==> config.mk <==
export PLATFORM = sky130hd
export DESIGN_NAME = seq_mul
export DESIGN_NICKNAME = d
export VERILOG_FILES = /design/src/rtl/seq_mul_pkg.sv /design/src/rtl/seq_mul_step.sv /design/src/rtl/seq_mul.sv
export SDC_FILE = /design/constraint.sdc
export NUM_CORES = 1
export LEC_CHECK = 0
export CORE_ASPECT_RATIO = 1.75
export CORE_UTILIZATION = 37
export DETAILED_ROUTE_END_ITERATION = 8
export PLACE_DENSITY_LB_ADDON = 0.08
export SLEW_MARGIN = 0
export SYNTH_ARGS = -nofsm -noshare
export SYNTH_HDL_FRONTEND = slang
export SYNTH_SLANG_ARGS = --single-unit
==> constraint.sdc <==
create_clock -name clk -period 2.25 [get_ports clk]
set_clock_uncertainty 0.2 [all_clocks]
set_input_delay 0.45 -clock clk [delete_from_list [all_inputs] [get_ports clk]]
set_output_delay 0.45 -clock clk [all_outputs]
set_load 0.01 [all_outputs]
==> src/rtl/seq_mul_pkg.sv <==
// seq_mul_pkg: FSM state encoding and counter width helper shared by seq_mul and seq_mul_step
package seq_mul_pkg;
  localparam int STATE_W = 2;
  typedef enum logic [STATE_W-1:0] {IDLE = 2'd0, RUN = 2'd1, DONE = 2'd2} state_t;
  function automatic int cnt_w(input int w);
    return $clog2(w);
  endfunction
endpackage

==> src/rtl/seq_mul_step.sv <==
// seq_mul_step: one add/subtract-and-shift step; ports acc, mcand, sgn (two's complement), last (final step subtracts when signed) -> acc_nxt
module seq_mul_step #(
  parameter int WIDTH = 8
) (
  input  logic [2*WIDTH-1:0] acc,
  input  logic [WIDTH-1:0]   mcand,
  input  logic               sgn,
  input  logic               last,
  output logic [2*WIDTH-1:0] acc_nxt
);
  logic [WIDTH:0] upper, addend, partial;
  always_comb begin
    upper   = {sgn & acc[2*WIDTH-1], acc[2*WIDTH-1:WIDTH]};
    addend  = acc[0] ? {sgn & mcand[WIDTH-1], mcand} : '0;
    partial = (sgn && last) ? upper - addend : upper + addend;
    acc_nxt = {partial, acc[WIDTH-1:1]};
  end
endmodule

==> src/rtl/seq_mul.sv <==
// seq_mul: WIDTH-cycle radix-2 shift-add multiplier; ports clk, rst (async high), in_valid/in_ready/x/y, tc (only with SEQ_MUL_SIGNED_EN), out_valid/out_ready/p, busy
module seq_mul
  import seq_mul_pkg::*;
#(
  parameter int WIDTH = 8
) (
  input  logic               clk,
  input  logic               rst,
  input  logic               in_valid,
  output logic               in_ready,
  input  logic [WIDTH-1:0]   x,
  input  logic [WIDTH-1:0]   y,
`ifdef SEQ_MUL_SIGNED_EN
  input  logic               tc,
`endif
  output logic               out_valid,
  input  logic               out_ready,
  output logic [2*WIDTH-1:0] p,
  output logic               busy
);
  localparam int CW = cnt_w(WIDTH);
  state_t             state;
  logic [2*WIDTH-1:0] acc, acc_nxt;
  logic [WIDTH-1:0]   mcand;
  logic [CW-1:0]      cnt;
  logic               sgn, last;
`ifdef SEQ_MUL_SIGNED_EN
  logic tc_q;
  always_ff @(posedge clk or posedge rst)
    if (rst) tc_q <= 1'b0;
    else if (state == IDLE && in_valid) tc_q <= tc;
  assign sgn = tc_q;
`else
  assign sgn = 1'b0;
`endif
  assign last      = cnt == CW'(WIDTH - 1);
  assign in_ready  = state == IDLE;
  assign out_valid = state == DONE;
  assign busy      = state == RUN;
  assign p         = acc;
  seq_mul_step #(.WIDTH(WIDTH)) u_step (
    .acc(acc), .mcand(mcand), .sgn(sgn), .last(last), .acc_nxt(acc_nxt)
  );
  always_ff @(posedge clk or posedge rst)
    if (rst) begin
      state <= IDLE;
      acc   <= '0;
      mcand <= '0;
      cnt   <= '0;
    end else if (state == IDLE && in_valid) begin
      state <= RUN;
      mcand <= x;
      acc   <= {{WIDTH{1'b0}}, y};
      cnt   <= '0;
    end else if (state == RUN) begin
      acc   <= acc_nxt;
      cnt   <= cnt + CW'(1);
      state <= last ? DONE : RUN;
    end else if (state == DONE && out_ready) state <= IDLE;
endmodule

==> impl_metrics.yaml <==
yosys:
  synth_cell_type_count: 30
  synth_mux_area_share_pct: 6.38
  synth_xor_area_share_pct: 2.21
  synth-adder-area-share_pct: 9.14
  yosysSeqAreaShare_pct: 45.7
  synth-simple-area-share_pct: 15.1
  synth.net_count: 183
  yosysWarnings: 0
  synth_area_um2: 1590
  syn_avg_cell_area_um2: 10.4
  synth_compound_area_share_pct: 18.8
  synthCells: 152
  synth_top_family_by_area: "compound AO/OA/AOI/OAI gates"
  ys_ff_latch: 29
route:
  drt_iter0_drc: 14
  post-route-drc-count: 0
  drt_pass1_iterations: 4
  num_vias: 1361
  ant_nets: 0
  post_drt_wl_per_cell_um: 15.4
  avgViaCountPerCell: 5.34
  drt-total-wl_um: 3930
min_path:
  hold_depth: 1
  hp-class: "reg -> reg"
critical_path:
  worstRegToRegCells: 7
  r2r_start: "p[0]$_DFFE_PP0P_"
  cp_slowest_stage_delay_ns: 0.42
  critPathRequiredTime_ns: 2.22
  r2r_slack_ns: 0.05
  worstSetupEndpointType: "register"
  crit_type: "reg -> reg"
  crit_fanout: 6
  cp-endpoint: "p[15]$_DFFE_PP0P_"
  critPathLaunch: "p[0]$_DFFE_PP0P_"
  critPathArrivalTime_ns: 2.16
  crit_chain: "and2_1, ha_1, fa_2, a21o_1, a221oi_2, o21ai_1, a22o_1"
  cp-start-kind: "register"
  slowest_stage: "dfrtp_2"
  reg2reg_to: "p[15]$_DFFE_PP0P_"
sta:
  setup_tns_ns: 0
  post-route-period-util_pct: 97.6
  relSlewSlack_pct: 74.5
  finalSetupViolations: 0
  hold_violations: 0
  fin_ws_ns: 0.0538
  final_max_slew_viol_count: 0
  final.min_clock_period_ns: 2.20
  rsz0062_at_grt: "yes"
  fmaxAchievable_mhz: 455
  tightestPinTransition_ns: 0.383
global_route:
  track_usage_pct: 19.4
  grt_pass1_vias: 1339
  grt_antenna_before_repair: 0
  grt_max_degree: 30
  overflow: 0
  grt_pass1_wl_um: 6440
clock_network:
  htree_num_levels: 2
  clk_latency_ns: 0.28
  clock-sinks: 29
  clockBufferDepth: 2
  path_clk_slew_ns: 0.07
  root_buffer: "clkbuf_8"
  cts_tree: "done"
  numCtsBuffers: 5
floorplanning:
  die_y_um: 88.7
  dieWidth_um: 51.5
  die_area_um2: 4570
  rows: 31
  core_area_um2: 4110
  io_pins: 39
  initial_core_util_pct: 38.6
finish:
  layout_common_cells: "38 x clkdlybuf4s50_1, 28 x dfrtp_1, 16 x nand2_1, 16 x o21ai_0, 14 x a21oi_1"
  syn2layout_area_growth_pct: 39.2
  final_nets: 236
  diodes: 0
  n_fill_cell: 403
  drive_gt1_share_pct: 18.4
  final_common_cell: "clkdlybuf4s50_1"
  layoutNonFillerInstCount: 255
power:
  power_per_cell_area_nw_per_um2: 1200
  p_leak_nw: 1.04
  finalPower_mw: 2.66
  ir_drop_mv: 0.680
outcome:
  status: "completed"
placed_design:
  placed_cells: 246
  place_congestion: 0.811
  port_buffers: 38
  hpwl_um: 2950
  place_ws_ns: 0.00338
job:
  drv_cap: 0
critical path: cells and delay by family, from the launching register on:
family                     cells  cell delay, ns
adders and majority gates      2            0.56
AOI/OAI and AO/OA              4            0.77
and+or+nand+nor                1            0.15
DFF                            1            0.42
state kept, by name, indices dropped and copies added, names as in the netlist:
signal / count
cnt: 3
state: 2
p: 16
mcand: 8
power breakdown:
group | internal [mW] | switching (mW)
clock | 0.276 | 0.199
combinational | 0.669 | 0.599
sequential | 0.744 | 0.174
worst min-delay path by stage:
stage                              start                   end  slack, ns
floorplan             cnt[0]$_DFFE_PP0P_    cnt[0]$_DFFE_PP0P_       0.27
global placement      cnt[0]$_DFFE_PP0P_    cnt[0]$_DFFE_PP0P_       0.29
detailed placement  mcand[0]$_DFFE_PP0P_  mcand[0]$_DFFE_PP0P_       0.29
CTS                 mcand[0]$_DFFE_PP0P_  mcand[0]$_DFFE_PP0P_       0.30
global route        mcand[0]$_DFFE_PP0P_  mcand[0]$_DFFE_PP0P_       0.32
finish              mcand[0]$_DFFE_PP0P_  mcand[0]$_DFFE_PP0P_       0.30
final cells by class:
type                            count  area (um^2)  share of cell area (%)
Clock inverter                      1         5.00                   0.226
Clock buffer                        7         96.3                    4.36
Inverter                            5         18.8                   0.849
Sequential cell                    29          727                    32.9
Timing Repair Buffer               51          478                    21.6
Tap cell                           49         61.3                    2.77
Multi-Input combinational cell    113          825                    37.3
stage by stage:
stage	utilization [%]	hold WS, ns	area (um^2)
after CTS	53.7	0.305	2210
after global placement	51.1	0.288	2100
after floorplan	-	0.266	1590
final	53.8	0.302	2210
after detailed placement	51.1	0.290	2100
after global routing	53.8	0.323	2210
metal layers:
layer | global-route usage, % | vias up | part of all wire [%]
li1 | - | 655 | -
met1 | 21.9 | 665 | 39
met2 | 34.4 | 32 | 55
met3 | 3.78 | 9 | 3.1
met4 | 8.60 | 0 | 2.5
met5 | 0 | - | 0
cells by family (layout without fill, tap and decap cells):
logic type      count (synthesis)  count (layout)
fa+ha+maj                      11              11
simple gates                   42              42
compound gates                 47              47
buf+inv                        10              64
xor+xnor                        4               4
mux                             9               9
flops                          29              29
cell usage after synthesis:
master	instances	area (um^2)
mux2_2	9	101
o2111ai_1	2	17.5
nor3b_2	1	12.5
o21ai_0	16	80.1
xnor2_1	3	26.3
and3_1	2	12.5
fa_1	1	20.0
a211oi_2	1	12.5
and2_1	8	50.1
nand2_1	16	60.1
nor2_1	4	15.0
buf_2	4	20.0
o21bai_2	1	11.3
clkbuf_1	1	3.75
a22o_1	4	35.0
o31ai_1	1	7.51
a2bb2oi_1	1	8.76
nand2_2	1	6.26
dfrtp_1	29	726
or4_1	1	7.51
a221oi_2	1	15.0
o21ai_1	2	10.0
and3b_1	8	70.1
xor2_1	1	8.76
a211oi_1	1	7.51
nand2b_1	1	6.26
a21oi_1	14	70.1
inv_1	5	18.8
a21o_1	3	22.5
ha_1	10	125
what timing repair did:
item / in CTS / in global routing
resized for setup: 0 / 1
setup endpoints to repair: 1 / 2
setup buffers: 1 / 0
pin swaps: 1 / 3
hold buffers: 0 / 0
Note: power is estimated with default switching activity, not from simulation.
